### src/rtl/bt_pipe_pkg.sv
// Shared types and constants for the block-throttled pipe host emulator.
package bt_pipe_pkg;

    typedef enum logic [3:0] {
        IDLE,
        W_WAIT,
        W_BSTB,
        W_BURST,
        W_GAP,
        R_WAIT,
        R_BSTB,
        R_BURST,
        R_DRAIN,
        R_GAP,
        DONE
    } state_t;

    localparam logic [31:0] LFSR_SEED  = 32'h0D0C_0B0A;
    localparam logic [15:0] CNT_SEED   = 16'h0001;
    // Feedback taps at bits 31, 21, 1 and 0.
    localparam logic [31:0] LFSR_TAPS  = 32'h8020_0003;

    localparam logic MODE_LFSR  = 1'b0;
    localparam logic MODE_COUNT = 1'b1;

    function automatic logic [31:0] lfsr_next(input logic [31:0] s);
        return {s[30:0], ^(s & LFSR_TAPS)};
    endfunction

endpackage

### src/rtl/bt_pattern_gen.sv
// Pattern word generator: 32-bit LFSR or 16-bit counter, selected by mode.
module bt_pattern_gen (
    input  logic        clk,
    input  logic        reset,
    input  logic        seed_load,
    input  logic        advance,
    input  logic        mode,
    output logic [15:0] word
);
    import bt_pipe_pkg::*;

    logic [31:0] lfsr;
    logic [15:0] cnt;

    // Both generators are seeded together so mode may change on any load.
    always_ff @(posedge clk) begin
        if (reset || seed_load) begin
            lfsr <= LFSR_SEED;
            cnt  <= CNT_SEED;
        end else if (advance) begin
            lfsr <= lfsr_next(lfsr);
            cnt  <= cnt + 16'd1;
        end
    end

    // Present the word of the selected pattern.
    always_comb begin
        word = (mode == MODE_COUNT) ? cnt : lfsr[15:0];
    end

endmodule

### src/rtl/bt_pipe_host_emu.sv
// Host-side initiator: writes pattern blocks into a pipe-in sink, then reads
// blocks back from a pipe-out source and checks them against the same pattern.
module bt_pipe_host_emu #(
    parameter int BLOCK_LEN  = 16,
    parameter int GAP_CYCLES = 2
) (
    input  logic        clk,
    input  logic        reset,
    input  logic        start,
    input  logic        mode,
    input  logic [31:0] xfer_words,
    input  logic        wr_ready,
    output logic        wr_strobe,
    output logic        wr_blockstrobe,
    output logic [15:0] wr_data,
    input  logic        rd_ready,
    output logic        rd_strobe,
    output logic        rd_blockstrobe,
    input  logic [15:0] rd_data,
    output logic        busy,
    output logic        done,
    output logic [15:0] err_count,
    output logic [31:0] words_done
);
    import bt_pipe_pkg::*;

    localparam int             BLK_SHIFT = $clog2(BLOCK_LEN);
    localparam int             CW        = 11;
    localparam logic [CW-1:0]  LAST_BEAT = CW'(BLOCK_LEN - 1);
    localparam logic [CW-1:0]  LAST_GAP  = CW'(GAP_CYCLES - 1);

    state_t        state, state_n;
    logic          rdy_w_q, rdy_r_q;
    logic          mode_q;
    logic [31:0]   nblocks, blk_left;
    logic [CW-1:0] cnt;
    logic          chk_en;
    logic          accept, cnt_clr, blk_dec, blk_load, w_end, r_end;
    logic [15:0]   wgen_word, rgen_word;

    bt_pattern_gen u_wgen (
        .clk       (clk),
        .reset     (reset),
        .seed_load (accept),
        .advance   (wr_strobe),
        .mode      (mode_q),
        .word      (wgen_word)
    );

    bt_pattern_gen u_rgen (
        .clk       (clk),
        .reset     (reset),
        .seed_load (accept),
        .advance   (chk_en),
        .mode      (mode_q),
        .word      (rgen_word)
    );

    // State, block/beat counters and registered ready inputs.
    always_ff @(posedge clk) begin
        if (reset) begin
            state    <= IDLE;
            rdy_w_q  <= 1'b0;
            rdy_r_q  <= 1'b0;
            mode_q   <= 1'b0;
            nblocks  <= '0;
            blk_left <= '0;
            cnt      <= '0;
            chk_en   <= 1'b0;
        end else begin
            state   <= state_n;
            rdy_w_q <= wr_ready;
            rdy_r_q <= rd_ready;
            chk_en  <= rd_strobe;
            cnt     <= cnt_clr ? '0 : cnt + 1'b1;
            if (accept) begin
                mode_q   <= mode;
                nblocks  <= xfer_words >> BLK_SHIFT;
                blk_left <= xfer_words >> BLK_SHIFT;
            end else if (blk_load) begin
                blk_left <= nblocks;
            end else if (blk_dec) begin
                blk_left <= blk_left - 32'd1;
            end
        end
    end

    // Read checker: compare the word returned one cycle after each strobe.
    always_ff @(posedge clk) begin
        if (reset || accept) begin
            err_count  <= '0;
            words_done <= '0;
        end else if (chk_en) begin
            words_done <= words_done + 32'd1;
            if (rd_data != rgen_word && err_count != 16'hFFFF)
                err_count <= err_count + 16'd1;
        end
    end

    // Next-state and strobe decode.
    always_comb begin
        state_n        = state;
        accept         = 1'b0;
        cnt_clr        = 1'b0;
        blk_dec        = 1'b0;
        blk_load       = 1'b0;
        w_end          = 1'b0;
        r_end          = 1'b0;
        wr_strobe      = 1'b0;
        wr_blockstrobe = 1'b0;
        rd_strobe      = 1'b0;
        rd_blockstrobe = 1'b0;
        done           = 1'b0;
        busy           = (state != IDLE) && (state != DONE);

        case (state)
            IDLE: if (start) begin
                accept  = 1'b1;
                state_n = W_WAIT;
            end
            W_WAIT: begin
                if (blk_left == '0)  state_n = DONE;
                else if (rdy_w_q)    state_n = W_BSTB;
            end
            W_BSTB: begin
                wr_blockstrobe = 1'b1;
                cnt_clr        = 1'b1;
                state_n        = W_BURST;
            end
            W_BURST: begin
                wr_strobe = 1'b1;
                if (cnt == LAST_BEAT) begin
                    cnt_clr = 1'b1;
                    if (GAP_CYCLES != 0) state_n = W_GAP;
                    else                 w_end   = 1'b1;
                end
            end
            W_GAP: if (cnt == LAST_GAP) begin
                cnt_clr = 1'b1;
                w_end   = 1'b1;
            end
            R_WAIT: if (rdy_r_q) state_n = R_BSTB;
            R_BSTB: begin
                rd_blockstrobe = 1'b1;
                cnt_clr        = 1'b1;
                state_n        = R_BURST;
            end
            R_BURST: begin
                rd_strobe = 1'b1;
                if (cnt == LAST_BEAT) state_n = R_DRAIN;
            end
            R_DRAIN: begin
                cnt_clr = 1'b1;
                if (GAP_CYCLES != 0) state_n = R_GAP;
                else                 r_end   = 1'b1;
            end
            R_GAP: if (cnt == LAST_GAP) begin
                cnt_clr = 1'b1;
                r_end   = 1'b1;
            end
            DONE: begin
                done    = 1'b1;
                state_n = IDLE;
            end
            default: state_n = IDLE;
        endcase

        // Block accounting is shared by the gap and no-gap exits of each phase.
        if (w_end) begin
            if (blk_left == 32'd1) begin
                state_n  = R_WAIT;
                blk_load = 1'b1;
            end else begin
                state_n  = W_WAIT;
                blk_dec  = 1'b1;
            end
        end
        if (r_end) begin
            if (blk_left == 32'd1) begin
                state_n  = DONE;
            end else begin
                state_n  = R_WAIT;
                blk_dec  = 1'b1;
            end
        end
    end

    // Data bus reads zero whenever no write word is being presented.
    always_comb begin
        wr_data = wr_strobe ? wgen_word : '0;
    end

endmodule
### config.mk
export PLATFORM = sky130hd
export DESIGN_NAME = bt_pipe_host_emu
export DESIGN_NICKNAME = d
export VERILOG_FILES = /design/src/rtl/bt_pipe_pkg.sv /design/src/rtl/bt_pattern_gen.sv /design/src/rtl/bt_pipe_host_emu.sv
export SDC_FILE = /design/constraint.sdc
export NUM_CORES = 1
export LEC_CHECK = 0
export CORE_MARGIN = 1
export CORE_UTILIZATION = 35
export DETAILED_ROUTE_END_ITERATION = 10
export GPL_TIMING_DRIVEN = 0
export HOLD_SLACK_MARGIN = 0.02
export PLACE_DENSITY = 0.66
export SLEW_MARGIN = 25
export SYNTH_ARGS = -nofsm -noshare
export SYNTH_HDL_FRONTEND = slang
export SYNTH_SLANG_ARGS = --single-unit
export TNS_END_PERCENT = 1
### constraint.sdc
create_clock -name clk -period 3.05 [get_ports clk]
set_input_delay 0.4575 -clock clk [delete_from_list [all_inputs] [get_ports clk]]
set_output_delay 0.4575 -clock clk [all_outputs]
set_load 0.02 [all_outputs]
Yosys cells after proc, flatten, opt, wreduce, memory -nomap -nowiden
Index checks and enable logic that the tools add are counted.

Bits of input ports: 54. Register bits after elaboration: 223. Word-level logic and storage cells: 94.

Add/sub/neg operators: 6. Muxes and demuxes: 35. Reduce and logical (&&, ||, !) cells: 16. Equal/unequal tests: 22.

Operator list (number): two-way mux 32 bit (2); parity 32 bit (2); adder 16 x 1 -> 16 bit, second input constant (3); two-way mux 16 bit (3); two-way mux 4 bit (9); one-hot mux 4 bit (9 select lines) (1); adder 32 x 1 -> 32 bit, second input constant (1); == test 32 x 1 -> 1 bit, second input constant (1); logical NOT 32 bit (1); subtractor 32 x 1 -> 32 bit, second input constant (1); two-way mux 28 bit (1); != test 4 bit, second input constant (5); two-way mux 1 bit (17); == test 4 x 3 -> 1 bit, second input constant (4); != test 16 bit (1); != test 16 bit, second input constant (1); == test 4 bit, second input constant (3); adder 11 x 1 -> 11 bit, second input constant (1); == test 11 x 1 -> 1 bit, second input constant (1); == test 11 x 4 -> 1 bit, second input constant (1); == test 4 x 2 -> 1 bit, second input constant (2); AND reduction 6 bit (1); OR reduction 2 bit (3); != test 5 bit, second input constant (1); 12 further kinds (13).

Longest topological paths before layout
Gate-level depths: netlist of the first run.

Word-level depth: 9. Depth in mapped cells: 10.

Cells and area by module
A second synthesis of the first run with hierarchy kept.

Cell total of the unflattened synthesis: 1240. Area, all modules: 10781.6 um^2.

By module, submodules not included: bt_pipe_host_emu (times used 1, cells each 830, sequential area each 2542.4 um^2, area each 6647.6 um^2); bt_pattern_gen (times used 2, cells each 205, sequential area each 960.9 um^2, area each 2067.0 um^2).

Worst setup path before layout of the first run
OpenSTA, ideal clock, no wires.

Kind: register to register. Start point: reg blk_left[8]. End point: reg blk_left[16]. Setup time: 88 ps. Stages on the path, launching flop included: 9. Path slack: 154 ps. Period minus slack after synthesis: 2896 ps. Data arrival time: 2808 ps. Cell sequence: dfxtp_1 -> or4_4 -> or4_1 -> buf_2 -> or4_4 -> buf_6 -> buf_6 -> a211o_1 -> a311oi_2.

Longest elaborated chain between the ends: 6. Elaborated cells between the ends (all ways): 12. Classes of those cells: add/sub: 1; eq/ne: 1; mux: 9; reduce/logical: 1.

Ends and longest elaborated chain: from (decl) (RTL line bt_pipe_host_emu.sv:35) `logic [31:0] nblocks, blk_left;`; from (signal assigned) (RTL line bt_pipe_host_emu.sv:79) `blk_left <= xfer_words >> BLK_SHIFT;`; from (signal assigned) (RTL line bt_pipe_host_emu.sv:81) `blk_left <= nblocks;`; from (signal assigned) (RTL line bt_pipe_host_emu.sv:83) `blk_left <= blk_left - 32'd1;`; branches (longest 6 deep; another with subtractor 32 x 1 -> 32 bit).

Parallel ways; which one is timed is not known. The select of a mux whose other input is x is not followed. A chain may end at the register's enable or synchronous reset.

Final worst setup path of the first run
Start point: reg blk_left[9]. End point: reg blk_left[16].

The elaborated chain is that of the path after synthesis.

==> results of run 1 <==
## worst min-delay path by stage
stage | from | to | slack (ns) | cells past startpoint
floorplan | u_wgen.lfsr[16]$_SDFFE_PP0P_ | u_wgen.lfsr[17]$_SDFFE_PP0P_ | 0.43 | 2
global placement | u_wgen.lfsr[28]$_SDFFE_PP0P_ | u_wgen.lfsr[29]$_SDFFE_PP0P_ | 0.44 | 2
detailed placement | nblocks[1]$_SDFFE_PP0P_ | nblocks[1]$_SDFFE_PP0P_ | 0.45 | 2
CTS | nblocks[1]$_SDFFE_PP0P_ | nblocks[1]$_SDFFE_PP0P_ | 0.45 | 2
global route | nblocks[17]$_SDFFE_PP0P_ | nblocks[17]$_SDFFE_PP0P_ | 0.47 | 2
finish | u_wgen.lfsr[28]$_SDFFE_PP0P_ | u_wgen.lfsr[29]$_SDFFE_PP0P_ | 0.45 | 2
## worst max-delay path, delay by kind of cell, from the launching register on
kind | cells | cell delay (ns)
buffers and inverters | 3 | 0.49
and+or+nand+nor | 3 | 1.61
AOI/OAI and AO/OA | 2 | 0.51
DFF | 1 | 0.35
## synth_stat cells, types with 3 or more instances
cell type,number,share of area
dfxtp_1,223,0.43
nand2_1,188,0.068
nor2_1,162,0.058
a21oi_1,80,0.038
xor2_1,70,0.059
mux2i_1,68,0.065
clkbuf_1,62,0.022
nand3_1,57,0.027
xnor2_1,38,0.032
o21ai_0,31,0.015
nand4_1,28,0.017
or3_1,26,0.016
nor3_1,24,0.012
and3_1,22,0.013
a311oi_1,16,0.013
or4_1,16,0.012
nor4_1,15,0.0090
o211ai_1,15,0.011
buf_1,11,0.0040
ha_1,9,0.011
inv_1,9,0.0032
a211oi_1,8,0.0058
and4_1,7,0.0059
nand2b_1,7,0.0042
nor2b_1,7,0.0042
buf_2,6,0.0029
a21o_1,5,0.0036
and2_1,5,0.0030
o221ai_1,5,0.0042
o21bai_1,4,0.0029
o31ai_1,4,0.0029
nand3b_1,3,0.0022
## power by group through the flow
stage	Combinational, W	Sequential [W]	Clock [W]
after CTS	0.00138	0.00317	0.00301
after floorplan	0.000958	0.00320	0
after global routing	0.00155	0.00320	0.00315
after detailed placement	0.00135	0.00323	0
after global placement	0.00133	0.00322	0
final	0.00142	0.00318	0.00295
## placed cells by master, fill, tap and decap left out, types with 31 or more instances in the layout
| master | count |
|---|---|
| xnor2_1 | 38 |
| xor2_1 | 70 |
| nand2_1 | 186 |
| dfxtp_1 | 219 |
| mux2i_1 | 68 |
| o21ai_0 | 31 |
| clkdlybuf4s50_1 | 106 |
| nor2_1 | 161 |
| a21oi_1 | 80 |
| nand3_1 | 57 |
| clkbuf_1 | 52 |
## routing by layer
metal,global-route usage,wire length (um)
met5,0,0
met4,0.0475,646
met3,0.0252,1370
met2,0.296,12600
met1,0.236,12800
## registers in the layout (all words and copies together), names as in the netlist, 4 cells and up
name / count
u_rgen.cnt: 16
blk_left: 32
words_done: 32
state: 4
cnt: 11
u_rgen.lfsr: 32
nblocks: 28
err_count: 16
u_wgen.cnt: 16
u_wgen.lfsr: 32
## repair_timing
| item | in CTS | in global routing |
|---|---|---|
| resized for setup | 39 | 37 |
| gates cloned | 1 | 1 |
| pin swaps | 3 | 9 |
| hold endpoints to repair | 0 | 0 |
| buffers inserted | 0 | 1 |
| endpoints found under the setup margin | 82 | 63 |
## through the flow
step	hold slack (ns)	cells	util	setup TNS, ns	total power (W)
2_1_floorplan	0.432	1259	-	0	0.00416
4_1_cts	0.455	1804	0.446	-0.0634	0.00756
3_5_place_dp	0.447	1762	0.416	-18.43	0.00458
3_3_place_gp	0.436	1762	0.416	-17.88	0.00456
6_report	0.451	1806	0.449	0	0.00755
5_1_grt	0.474	1806	0.449	-0.292	0.00790
## final cells by class
| type | instances | share of cell area |
|---|---|---|
| flip-flops and latches | 223 | 0.343 |
| repair buffers | 122 | 0.0928 |
| well taps | 384 | 0.0369 |
| clock buffers | 36 | 0.0558 |
| multi-input cells | 946 | 0.434 |
| inverters | 9 | 0.00288 |
| clock inverters | 8 | 0.00634 |
| plain buffers | 78 | 0.0285 |
## cells by family after synthesis
group / synth area share
DFF: 0.429
AOI/OAI and AO/OA: 0.108
adders and majority gates: 0.0108
xor gates and xnor gates: 0.0909
muxes: 0.0665
and+or+nand+nor: 0.261
buffers and inverters: 0.0346
==> impl_metrics.py, run 1 <==
metrics = {
    "critical_path": {
        "cp.required_ns": 3.48,
        "endpoint": "blk_left[16]$_SDFFE_PP0P_",
        "cp_common_cell": "or4_4",
        "r2r-end": "blk_left[16]$_SDFFE_PP0P_",
        "cp.arrival_ns": 3.47,
        "cp_max_fo": 10,
        "crit_path_end_kind": "flip-flop",
        "crit_type": "flip-flop to flip-flop",
        "ff2ff_path_depth": 8,
        "r2r-start": "blk_left[9]$_SDFFE_PP0P_",
        "cp-startpoint": "blk_left[9]$_SDFFE_PP0P_",
        "slowest_stage": "or4_4",
        "cpPeakStageDelay_ns": 0.55,
        "r2r_slack_ns": 0.007,
        "crit_chain": "or4_4 > or4_4 > buf_4 > or4_4 > buf_6 > buf_6 > a211o_1 > a311oi_2",
        "start_kind": "flip-flop",
    },
    "yosys": {
        "yosysUniqueCellTypes": 54,
        "synthCells": 1259,
        "synth_ff_type": "dfxtp_1",
        "yosysWarnings": 0,
        "syn_area_per_cell_um2": 8.27,
        "synth-seq-cells": 223,
        "synth_area_um2": 10400,
        "syn_nets": 1322,
        "synth_seq_area_share": 0.429,
        "synthArstFlopShare": 0,
        "synth_edf_count": 0,
    },
    "die": {
        "boundaryPins": 124,
        "die_y_um": 174,
        "die_width_um": 174,
        "start_util": 0.359,
        "coreArea_um2": 29000,
        "num_rows": 62,
        "die_area_um2": 30400,
    },
    "outcome": {
        "outcome": "finished clean",
    },
    "grt": {
        "grt_pass1_vias": 9017,
        "grt_pass1_wl_um": 44900,
        "grt_use_total": 0.177,
        "overflow": 0,
        "grt_start_max_net_pins": 14,
        "antenna_found_initial": 0,
    },
    "place": {
        "port_buffers": 119,
        "pre_cts_ws_ns": -0.819,
        "hpwl_um": 19500,
        "dpl_cell_area_um2": 12100,
        "gp_congestion": 0.867,
    },
    "clock_network": {
        "htreeDepth": 1,
        "cts_tree": "done",
        "clk_path_buf_depth": 3,
        "cts.sinks": 223,
        "root_buffer": "clkbuf_16",
        "numCtsBuffers": 25,
        "cts.reportedPaths.clkPinSlew_ns": 0.06,
        "hold_buffers": 0,
        "clock_latency_ns": 0.53,
    },
    "cells_and_area": {
        "n_antenna_cell": 0,
        "final_nets": 1468,
        "areaGrowthSynthToFinish_pct": 25.1,
        "layout-drive-gt1-share": 0.0626,
        "n_fill_cell": 2888,
        "multi_input_area_um2": 5650,
        "final_area_um2": 13000,
        "seqCellArea_um2": 4470,
    },
    "drt": {
        "routedWlPerCell_um": 15.2,
        "via_count": 9387,
        "detail_route.vias_per_cell": 5.20,
        "drcViolationCount": 0,
        "drtIter0Drc": 567,
        "postRouteAntennaNets": 0,
        "drtPass1Iterations": 5,
        "wl_um": 27400,
    },
    "power": {
        "clkPwrFrac": 0.391,
        "p_seq_frac": 0.421,
        "ir_drop_uv": 401,
        "netSwitchingPower_w": 0.00220,
        "power_density_nw_per_um2": 579,
        "combPwrFrac": 0.188,
        "sw_frac_of_total": 0.291,
        "p_leak_nw": 4.53,
        "internal_power_w": 0.00535,
    },
    "timing": {
        "finalSetupViolCount": 0,
        "rsz0062_at_grt": "yes",
        "setup_slack_ns": 0.00692,
        "layout_min_cycle_time_ns": 3.04,
        "max-slew-margin-rel": 0.454,
        "finalHoldViolations": 0,
        "fin_crit_sh": 0.998,
        "drv_slew": 0,
        "max_freq_mhz": 329,
        "worstMarginPinSlew_ns": 0.812,
        "fin_skew_ns": 0.0136,
    },
    "run": {
        "drv_cap": 0,
    },
    "worst_hold_path": {
        "hold_class": "flip-flop to flip-flop",
    },
}
Note: power is estimated with default switching activity, not from simulation.
==> inputs of run 2 (changes only) <==
--- a/config.mk
+++ b/config.mk
@@ -7,6 +7,7 @@
 export LEC_CHECK = 0
 export CORE_MARGIN = 1
 export CORE_UTILIZATION = 35
+export CTS_BUF_LIST = sky130_fd_sc_hd__clkbuf_4 sky130_fd_sc_hd__clkbuf_8 sky130_fd_sc_hd__clkbuf_16
 export DETAILED_ROUTE_END_ITERATION = 10
 export GPL_TIMING_DRIVEN = 0
 export HOLD_SLACK_MARGIN = 0.02
@@ -15,4 +16,4 @@
 export SYNTH_ARGS = -nofsm -noshare
 export SYNTH_HDL_FRONTEND = slang
 export SYNTH_SLANG_ARGS = --single-unit
-export TNS_END_PERCENT = 1
+export TNS_END_PERCENT = 10
==> impl_metrics.py, run 2 (synthesized netlist as in run 1, its figures left out) <==
metrics = {
    "cells_and_area": {
        "areaGrowthSynthToFinish_pct": 25.4,
        "mostFrequentLayoutCell": "dfxtp_1",
        "final_cell_mix": "dfxtp_1 (219), nand2_1 (186), nor2_1 (161)",
        "instances_no_fill": 1806,
        "layout-drive-gt1-share": 0.0661,
        "n_fill_cell": 2885,
        "final_nets": 1468,
        "n_antenna_cell": 0,
        "final_area_um2": 13100,
        "multi_input_area_um2": 5650,
        "seqCellArea_um2": 4470,
    },
    "clock_network": {
        "clk_path_buf_depth": 3,
        "htreeDepth": 1,
        "numCtsBuffers": 25,
        "clock_latency_ns": 0.53,
        "cts_tree": "done",
        "cts.sinks": 223,
        "root_buffer": "clkbuf_16",
        "cts.reportedPaths.clkPinSlew_ns": 0.06,
    },
    "timing": {
        "finalHoldViolations": 0,
        "max_freq_mhz": 329,
        "layout_min_cycle_time_ns": 3.04,
        "fin_skew_ns": 0.00815,
        "finalSetupViolCount": 0,
        "max-slew-margin-rel": 0.483,
        "drv_slew": 0,
        "worstMarginPinSlew_ns": 0.769,
        "rsz0062_at_grt": "yes",
        "fin_crit_sh": 0.996,
    },
    "power": {
        "ir_drop_uv": 391,
        "sw_frac_of_total": 0.289,
        "power_density_nw_per_um2": 582,
        "p_seq_frac": 0.419,
        "clkPwrFrac": 0.395,
        "netSwitchingPower_w": 0.00220,
        "internal_power_w": 0.00540,
        "p_leak_nw": 4.60,
        "combPwrFrac": 0.186,
    },
    "run": {
        "drv_cap": 0,
    },
    "critical_path": {
        "critical-path-top-delay-family": "simple AND/OR/NAND/NOR gates",
        "cp_max_fo": 10,
        "cp.required_ns": 3.49,
        "ff2ff_path_depth": 8,
        "path_depth": 8,
        "cp_common_cell": "or4_4",
        "cp.arrival_ns": 3.47,
        "start_kind": "flip-flop",
        "r2r_slack_ns": 0.01,
        "worstPathBufferInverterCount": 3,
        "r2r-end": "blk_left[16]$_SDFFE_PP0P_",
        "endpoint": "blk_left[16]$_SDFFE_PP0P_",
        "r2r-start": "blk_left[9]$_SDFFE_PP0P_",
        "cpPeakStageDelay_ns": 0.55,
        "crit_chain": "or4_4 > or4_4 > buf_4 > or4_4 > buf_6 > buf_6 > a211o_1 > a311oi_2",
        "slowest_stage": "or4_4",
        "crit_type": "flip-flop to flip-flop",
        "crit_path_end_kind": "flip-flop",
        "cp-startpoint": "blk_left[9]$_SDFFE_PP0P_",
    },
    "die": {
        "coreArea_um2": 29000,
        "boundaryPins": 124,
        "die_area_um2": 30400,
        "start_util": 0.359,
        "die_width_um": 174,
        "die_y_um": 174,
        "num_rows": 62,
    },
    "drt": {
        "drtPass1Iterations": 5,
        "routedWlPerCell_um": 15.2,
        "drcViolationCount": 0,
        "detail_route.vias_per_cell": 5.21,
        "postRouteAntennaNets": 0,
        "via_count": 9414,
        "drtIter0Drc": 610,
        "wl_um": 27400,
    },
    "grt": {
        "grt_start_max_net_pins": 14,
        "overflow": 0,
        "grt_pass1_vias": 9021,
        "antenna_found_initial": 0,
        "grt_pass1_wl_um": 45000,
        "grt_use_total": 0.177,
    },
    "worst_hold_path": {
        "hold_class": "flip-flop to flip-flop",
    },
    "place": {
        "gp_congestion": 0.867,
        "dpl.cell_count": 1762,
        "dpl_cell_area_um2": 12100,
        "hpwl_um": 19500,
        "port_buffers": 119,
    },
    "outcome": {
        "outcome": "finished clean",
    },
}
[run 2: cell types whose count changed in the layout (fill, tap and decap cells not counted), sizes merged]
cell / delta
clkdlybuf4s50: -3
dlymetal6s2s: +3
[run 2: what timing repair did]
action / CTS / global route
buffers inserted: 0 / 1
endpoints found under the hold margin: 0 / 0
cloned: 1 / 1
hold buffers: 0 / 0
resized for setup: 39 / 40
pin swaps: 3 / 9
endpoints found under the setup margin: 82 / 64
[run 2: power by group through the flow]
stage | clock network [W] | registers [W] | logic [W]
final | 0.00300 | 0.00318 | 0.00141
after global routing | 0.00320 | 0.00320 | 0.00155
after CTS | 0.00306 | 0.00317 | 0.00138
after detailed placement | 0 | 0.00323 | 0.00135
after global placement | 0 | 0.00322 | 0.00133
after floorplan | 0 | 0.00320 | 0.000958
[run 2: per-stage QoR]
step	total power (W)	setup slack [ns]	setup TNS (ns)	util	hold WS, ns
after global routing	0.00795	-0.0796	-0.302	0.450	0.474
after global placement	0.00456	-0.774	-17.88	0.416	0.436
after floorplan	0.00416	0.154	0	-	0.432
after CTS	0.00761	-0.0711	-0.0711	0.447	0.455
final	0.00759	0.0124	0	0.450	0.452
after detailed placement	0.00458	-0.819	-18.43	0.416	0.447
[run 2: worst min path at each step]
stage | from | endpoint | slack, ns | cells past startpoint
5_1_grt | nblocks[17]$_SDFFE_PP0P_ | nblocks[17]$_SDFFE_PP0P_ | 0.47 | 2
3_3_place_gp | u_wgen.lfsr[28]$_SDFFE_PP0P_ | u_wgen.lfsr[29]$_SDFFE_PP0P_ | 0.44 | 2
3_5_place_dp | nblocks[1]$_SDFFE_PP0P_ | nblocks[1]$_SDFFE_PP0P_ | 0.45 | 2
4_1_cts | nblocks[1]$_SDFFE_PP0P_ | nblocks[1]$_SDFFE_PP0P_ | 0.45 | 2
2_1_floorplan | u_wgen.lfsr[16]$_SDFFE_PP0P_ | u_wgen.lfsr[17]$_SDFFE_PP0P_ | 0.43 | 2
6_report | nblocks[25]$_SDFFE_PP0P_ | nblocks[25]$_SDFFE_PP0P_ | 0.45 | 2
[run 2: final cells by class]
class | instances | area share
buffer | 78 | 0.0285
clock buffer | 36 | 0.0571
clock inverter | 8 | 0.00633
inverter | 9 | 0.00288
multi-input combinational | 946 | 0.433
sequential | 223 | 0.342
tap | 384 | 0.0368
timing repair buffer | 122 | 0.0932
[run 2: routing by layer]
layer,routed length [um],track usage
met1,12800,0.237
met2,12600,0.296
met3,1340,0.0260
met4,636,0.0486
met5,0,0
[run 2: tightest hold or removal path: cells and delay by family, from the launching register on]
family           cells  cell delay (ns)
flip-flops           1             0.30
AND/OR/NAND/NOR      1             0.05
AO/OA/AOI/OAI        1             0.05
